==> config.mk <==
export PLATFORM = sky130hd
export DESIGN_NAME = puf_challenge_driver
export DESIGN_NICKNAME = d
export VERILOG_FILES = /design/src/rtl/puf_pkg.sv /design/src/rtl/puf_lfsr.sv /design/src/rtl/puf_challenge_driver.sv
export SDC_FILE = /design/constraint.sdc
export NUM_CORES = 1
export LEC_CHECK = 0
export BUFFER_PORTS_ARGS = -buffer_cell sky130_fd_sc_hd__clkbuf_2
export CAP_MARGIN = 10
export CORE_ASPECT_RATIO = 1.2
export CORE_MARGIN = 1.5
export CORE_UTILIZATION = 57
export DETAILED_ROUTE_END_ITERATION = 16
export PLACE_DENSITY_LB_ADDON = 0.3
export SLEW_MARGIN = 20
export SYNTH_ARGS = -nofsm -noshare
export SYNTH_HDL_FRONTEND = slang
export SYNTH_SLANG_ARGS = --single-unit
==> constraint.sdc <==
create_clock -name clk -period 2.9 [get_ports clk]
set_input_delay 0.145 -clock clk [delete_from_list [all_inputs] [get_ports clk]]
set_output_delay 0.145 -clock clk [all_outputs]
set_load 0.02 [all_outputs]
==> src/rtl/puf_pkg.sv <==
// Shared types and constants for the arbiter-PUF challenge driver.
// Holds the FSM state encoding and the 8-bit Galois LFSR step rule.
package puf_pkg;

    localparam int CH_W = 8;
    localparam logic [CH_W-1:0] LFSR_TAPS         = 8'hB8;
    localparam logic [CH_W-1:0] LFSR_DEFAULT_SEED = 8'h01;

    typedef enum logic [2:0] {
        IDLE,
        SETUP,
        LAUNCH,
        SAMPLE,
        DONE
    } state_t;

    // Right-shifting Galois step; taps fold in when the bit shifted out is 1.
    function automatic logic [CH_W-1:0] lfsr_step(input logic [CH_W-1:0] v);
        return v[0] ? ((v >> 1) ^ LFSR_TAPS) : (v >> 1);
    endfunction

endpackage

==> src/rtl/puf_lfsr.sv <==
// Challenge generator: 8-bit Galois LFSR, period 255.
// Latency: load/advance take effect on the next clock edge.
// Backpressure: none; the owner decides when to advance.
module puf_lfsr
    import puf_pkg::*;
(
    input  logic            clk,
    input  logic            rst,
    input  logic            load,
    input  logic [CH_W-1:0] seed,
    input  logic            advance,
    output logic [CH_W-1:0] value
);

    always_ff @(posedge clk or posedge rst) begin
        if (rst) begin
            value <= LFSR_DEFAULT_SEED;
        end else if (load) begin
            value <= seed;
        end else if (advance) begin
            value <= lfsr_step(value);
        end
    end

endmodule

==> src/rtl/puf_challenge_driver.sv <==
// Drives arbiter-PUF challenges and packs RESP_BITS responses into one word (PUF_MAJORITY_VOTE_EN adds voting).
// Latency: resp_valid rises RESP_BITS*passes*(SETUP_CYCLES+SETTLE_CYCLES+1) cycles after the accepted start.
// Backpressure: resp_word is held in DONE until resp_ready; start is ignored while busy.
module puf_challenge_driver
    import puf_pkg::*;
#(
    parameter int RESP_BITS     = 16,
    parameter int SETUP_CYCLES  = 4,
    parameter int SETTLE_CYCLES = 16,
    parameter int VOTES         = 5
) (
    input  logic                 clk,
    input  logic                 rst,
    input  logic                 start,
    input  logic [CH_W-1:0]      seed,
    output logic                 busy,
    output logic                 resp_valid,
    input  logic                 resp_ready,
    output logic [RESP_BITS-1:0] resp_word,
    output logic [CH_W-1:0]      puf_ch,
    output logic                 puf_launch,
    output logic                 puf_arb_rst,
    input  logic                 puf_resp,
    output logic [7:0]           unstable_cnt
);

`ifdef PUF_MAJORITY_VOTE_EN
    localparam int PASSES = VOTES;
`else
    localparam int PASSES = 1;
`endif
    localparam int TMAX = (SETUP_CYCLES > SETTLE_CYCLES) ? SETUP_CYCLES : SETTLE_CYCLES;
    localparam int CW   = $clog2(TMAX + 1);
    localparam int IW   = (RESP_BITS > 1) ? $clog2(RESP_BITS) : 1;
    localparam int VW   = $clog2(PASSES + 1);

    if (RESP_BITS < 1 || RESP_BITS > 32 || SETUP_CYCLES < 1 || SETTLE_CYCLES < 3 ||
        VOTES < 1 || (VOTES % 2) == 0) begin : g_bad_params
        $error("puf_challenge_driver: illegal parameter set");
    end

    state_t          state, state_nxt;
    logic [CW-1:0]   cnt;
    logic [IW-1:0]   idx;
    logic [VW-1:0]   vote, ones, ones_tot;
    logic [1:0]      sync;
    logic [CH_W-1:0] lfsr_val, seed_eff;
    logic            resp_s, last_pass, last_bit, eval_bit;
    logic            setup_done, settle_done, lfsr_load, lfsr_adv;

    assign seed_eff    = (seed == '0) ? LFSR_DEFAULT_SEED : seed;
    assign resp_s      = sync[1];
    assign ones_tot    = ones + VW'(resp_s);
    assign last_pass   = (vote == VW'(PASSES - 1));
    assign eval_bit    = (ones_tot > VW'(PASSES / 2));
    assign last_bit    = (idx == IW'(RESP_BITS - 1));
    assign setup_done  = (cnt == CW'(SETUP_CYCLES - 1));
    assign settle_done = (cnt == CW'(SETTLE_CYCLES - 1));

    puf_lfsr u_lfsr (
        .clk     (clk),
        .rst     (rst),
        .load    (lfsr_load),
        .seed    (seed_eff),
        .advance (lfsr_adv),
        .value   (lfsr_val)
    );

    always_ff @(posedge clk or posedge rst) begin
        if (rst) state <= IDLE;
        else     state <= state_nxt;
    end

    always_comb begin
        state_nxt   = state;
        busy        = 1'b1;
        resp_valid  = 1'b0;
        puf_launch  = 1'b0;
        puf_arb_rst = 1'b1;
        lfsr_load   = 1'b0;
        lfsr_adv    = 1'b0;
        case (state)
            IDLE: begin
                busy = 1'b0;
                if (start) begin
                    lfsr_load = 1'b1;
                    state_nxt = SETUP;
                end
            end
            SETUP: begin
                if (setup_done) state_nxt = LAUNCH;
            end
            LAUNCH: begin
                puf_arb_rst = 1'b0;
                puf_launch  = 1'b1;
                if (settle_done) state_nxt = SAMPLE;
            end
            SAMPLE: begin
                // Arbiter stays out of reset so its latched decision is still visible.
                puf_arb_rst = 1'b0;
                lfsr_adv    = last_pass;
                state_nxt   = (last_pass && last_bit) ? DONE : SETUP;
            end
            DONE: begin
                resp_valid = 1'b1;
                if (resp_ready) state_nxt = IDLE;
            end
            default: state_nxt = IDLE;
        endcase
    end

    always_ff @(posedge clk or posedge rst) begin
        if (rst) begin
            sync      <= '0;
            cnt       <= '0;
            idx       <= '0;
            vote      <= '0;
            ones      <= '0;
            resp_word <= '0;
            puf_ch    <= '0;
        end else begin
            sync <= {sync[0], puf_resp};
            cnt  <= (state_nxt == state) ? cnt + CW'(1) : '0;
            case (state)
                IDLE: begin
                    if (start) begin
                        idx       <= '0;
                        vote      <= '0;
                        ones      <= '0;
                        resp_word <= '0;
                        puf_ch    <= seed_eff;
                    end
                end
                SAMPLE: begin
                    if (last_pass) begin
                        resp_word <= resp_word | (RESP_BITS'(eval_bit) << idx);
                        vote      <= '0;
                        ones      <= '0;
                        // puf_ch tracks the LFSR only when a new challenge is about to be set up.
                        if (!last_bit) begin
                            idx    <= idx + IW'(1);
                            puf_ch <= lfsr_step(lfsr_val);
                        end
                    end else begin
                        vote <= vote + VW'(1);
                        ones <= ones_tot;
                    end
                end
                default: ;
            endcase
        end
    end

`ifdef PUF_MAJORITY_VOTE_EN
    always_ff @(posedge clk or posedge rst) begin
        if (rst) begin
            unstable_cnt <= '0;
        end else if (state == IDLE && start) begin
            unstable_cnt <= '0;
        end else if (state == SAMPLE && last_pass && ones_tot != '0 &&
                     ones_tot != VW'(PASSES) && unstable_cnt != 8'hFF) begin
            unstable_cnt <= unstable_cnt + 8'd1;
        end
    end
`else
    assign unstable_cnt = '0;
`endif

endmodule

==> impl_results.md <==
- Status: finished clean
- Combinational cell fraction of total power: 0.342
- Count of buffering cells on the critical path with inverters included: 0
- Portion of the clock cycle consumed by the worst path in the final layout: 0.662
- Startpoint type of the worst setup path: flip-flop
- Clock-pin slew on the worst setup and hold paths: 0.08 ns
- Final Hold Fails: 0
- Core footprint: 3660 sq um
- CP max FO: 15
- Final core utilization: 0.681
- Fin Clk Skew: 0.00827 ns
- Count of standard-cell rows: 24
- Reported leakage power: 1.19 nW
- Flop pwr share: 0.451
- Sequential area share after synthesis: 0.526
- Commonest non-fill, non-tap cell in the layout: sky130_fd_sc_hd__dfrtp_1
- Most frequent cells in the layout: sky130_fd_sc_hd__dfrtp_1 (45), sky130_fd_sc_hd__clkbuf_2 (40), sky130_fd_sc_hd__nor2_1 (15), sky130_fd_sc_hd__a221o_1 (8), sky130_fd_sc_hd__conb_1 (8)
- Setup repair after global routing missed its margin: no
- Post-synthesis cell type count: 51
- DRC violation total after the first TritonRoute iteration: 59
- Number of diodes: 0
- Final count of pins violating max slew: 0
- Yosys Warn Count: 0
- Asr flop ratio synth: 1.00
- Main area contributors after synthesis: sky130_fd_sc_hd__dfrtp_1 (51%), sky130_fd_sc_hd__a221o_1 (3.7%), sky130_fd_sc_hd__buf_4 (3.1%)
- Count of input and output buffers: 40
- Critical path class: flip-flop to flip-flop
- Top_reg_cell synth: sky130_fd_sc_hd__dfrtp_1
- Actual transition at the worst max-transition pin: 0.765 ns
- Worst-path cell chain: and3b_1, a21oi_2, a221oi_1
- WP data arrival: 2.11 ns
- Power spent charging and discharging nets: 0.000835 W
- Initial standard-cell utilization of the core: 0.598
- Initial antenna violation count: 0
- Internal power: 0.00139 W
- Normalized max-slew margin: 0.487
- Tightest Hold Check Type: input port to flip-flop
- H-Tree Depth: 2
- Routed wire length per instance: 14.6 um
- HPWL after detailed placement: 3120 um
- Largest net degree at the start of global routing: 25
- Share of final-layout standard cells stronger than drive strength 1: 0.232
- Post-CTS Repair Setup Buffers: 0
- Overall die height: 70.9 um
- Kind of end point of the critical path: flip-flop
- IO Count: 49
- ANT nets after route: 0
- Layout Area Growth over Synthesis: 13.9%
- Number of global-route vias before repair: 1531
- Required time at the endpoint of the critical path: 3.09 ns
- Post-synthesis cell count: 200
- Final weighted congestion in routability-driven placement: 0.755
- VDD IR max: 0.477 mV
- Final sum of negative setup slack: 0 ns
- First-pass DRT Iterations: 4
- Avg Synthesized Cell Area: 10.9 sq um
- Summed instance area of the synthesized netlist: 2190 sq um
- Setup-violating endpoint count in the final report: 0
- Synth area leader: sky130_fd_sc_hd__dfrtp_1
- Cell at the slowest stage of the critical path: sky130_fd_sc_hd__dfrtp_1
- Latest clock arrival within the worst-skew pair: 0.30 ns
- Detailed-route vias per instance: 5.64
- Number of buffers created by CTS: 5
- Hold WS: 0.158 ns
- TritonCTS clock tree: built
- Reported max-cap violation count: 0
- Cell family with the largest share of critical-path delay: flip-flops
- All-layer global routing usage: 0.226
- Slowest cell delay on critical path: 0.65 ns
- Maximum root-to-sink buffer count: 2
- Maximum operating frequency: 521 MHz
- # clock sinks: 46
- Routed vias: 1629
- Number of nets in the finished design: 252
- Switching part of the total: 0.375
- Post-synth top area share: 0.514
- Overall Power: 0.00222 W
- Clock network power share: 0.207
- Total wirelength of the detailed-routed design: 4230 um
- Clk Tree Root Cell: sky130_fd_sc_hd__clkbuf_8
- Tmin final: 1.92 ns
- Number of remaining DRC errors: 0
- Count of flip-flops with a built-in enable after synthesis: 0
- DIE WIDTH: 59.6 um
- Count of state elements after synthesis: 46
- Grt ovf: 0
- Die area: 4220 sq um
- Global-route wire length before repair: 7230 um
- Pwr/cell area: 892 nW/um^2
-- repair_timing --
item                      4_1_cts  5_1_grt
hold endpoints to repair       22        0
hold buffers                    2        0
gates resized for setup         0        0
-- worst paths after layout --
| kind | endpoint | depth (start not counted) | start | slack, ns |
|---|---|---|---|---|
| worst max-delay path | puf_ch[5] | 3 | state[1] | 0.98 |
| worst min-delay path | state[2] | 3 | resp_ready | 0.16 |
| worst max register to register | puf_ch[5] | 3 | state[1] | 0.98 |
| worst min register to register | sync[1] | 0 | sync[0] | 0.36 |
| max in group asynchronous | idx[2] | 4 | rst | 1.76 |
| min in group asynchronous | idx[0] | 3 | rst | 0.43 |
-- Yosys cell counts (2+ instances only) --
cell type and count:
sky130_fd_sc_hd__nand3_1 6, sky130_fd_sc_hd__and2_1 4, sky130_fd_sc_hd__xor2_1 4, sky130_fd_sc_hd__o21ai_0 5
sky130_fd_sc_hd__nor3_1 4, sky130_fd_sc_hd__and3_1 2, sky130_fd_sc_hd__o21a_1 2, sky130_fd_sc_hd__o31ai_1 2
sky130_fd_sc_hd__o32a_1 2, sky130_fd_sc_hd__nor2_1 15, sky130_fd_sc_hd__a221oi_1 3, sky130_fd_sc_hd__a41oi_1 4
sky130_fd_sc_hd__buf_1 2, sky130_fd_sc_hd__nand2_1 7, sky130_fd_sc_hd__inv_1 8, sky130_fd_sc_hd__nor2b_1 6
sky130_fd_sc_hd__a211oi_1 5, sky130_fd_sc_hd__nand2b_1 2, sky130_fd_sc_hd__a32o_1 4, sky130_fd_sc_hd__a221o_1 8
sky130_fd_sc_hd__dfrtp_1 45, sky130_fd_sc_hd__ha_1 3, sky130_fd_sc_hd__buf_4 9, sky130_fd_sc_hd__buf_2 6
sky130_fd_sc_hd__and4b_1 2, sky130_fd_sc_hd__a21oi_1 7, sky130_fd_sc_hd__clkbuf_1 4, sky130_fd_sc_hd__a22o_1 4
sky130_fd_sc_hd__a31oi_1 3
-- flip-flops by register name (all words and copies together) (netlist names) --
name and flops:
cnt 5, u_lfsr.value 8, idx 4, state 3
resp_word 16, sync 2, puf_ch 8
-- power groups by stage --
stage	sequential [W]	clock, W	combinational (W)
after floorplan	0.00101	0	0.000575
after global placement	0.00101	0	0.000747
after detailed placement	0.00101	0	0.000770
after CTS	0.00100	0.000469	0.000767
after global routing	0.00103	0.000499	0.000842
final	0.00100	0.000460	0.000761
-- kinds of logic (layout without fill, tap and decap cells) --
family                     count (synthesis)  count (layout)  synth area share
and+or+nand+nor                           58              58             0.154
xor gates and xnor gates                   5               5            0.0200
AOI/OAI and AO/OA                         55              55             0.197
buffers and inverters                     30              60            0.0737
DFF                                       46              46             0.526
other                                      1               8           0.00171
adders and majority gates                  3               3            0.0171
muxes                                      2               2           0.00971
-- layout make-up --
cell class | count | area (sq um)
sequential | 46 | 1150
clock inverter | 2 | 37.5
clock buffer | 6 | 72.6
timing repair buffer | 44 | 235
inverter | 8 | 30.0
tap | 52 | 65.1
multi-input combinational | 131 | 902
fill | 312 | 1170
-- per-stage QoR --
| step | cells | cell area [sq um] | setup WS [ns] |
|---|---|---|---|
| floorplan | 207 | 2220 | 1.33 |
| global placement | 279 | 2360 | 1.04 |
| global route | 289 | 2490 | 0.823 |
| CTS | 289 | 2490 | 0.976 |
| finish | 289 | 2490 | 0.980 |
| detailed placement | 279 | 2360 | 0.966 |
-- tightest hold or removal path, cell delays in order --
cell	delay, ns
sky130_fd_sc_hd__clkbuf_2	0.09
sky130_fd_sc_hd__inv_1	0.04
sky130_fd_sc_hd__a22o_1	0.14
-- per-layer routing --
layer  wire length, um  global-route usage
met1              1880               0.314
met2              2150               0.352
met3               149              0.0548
met4                57              0.0716
met5                 0                   0
Note: power is estimated with default switching activity, not from simulation.
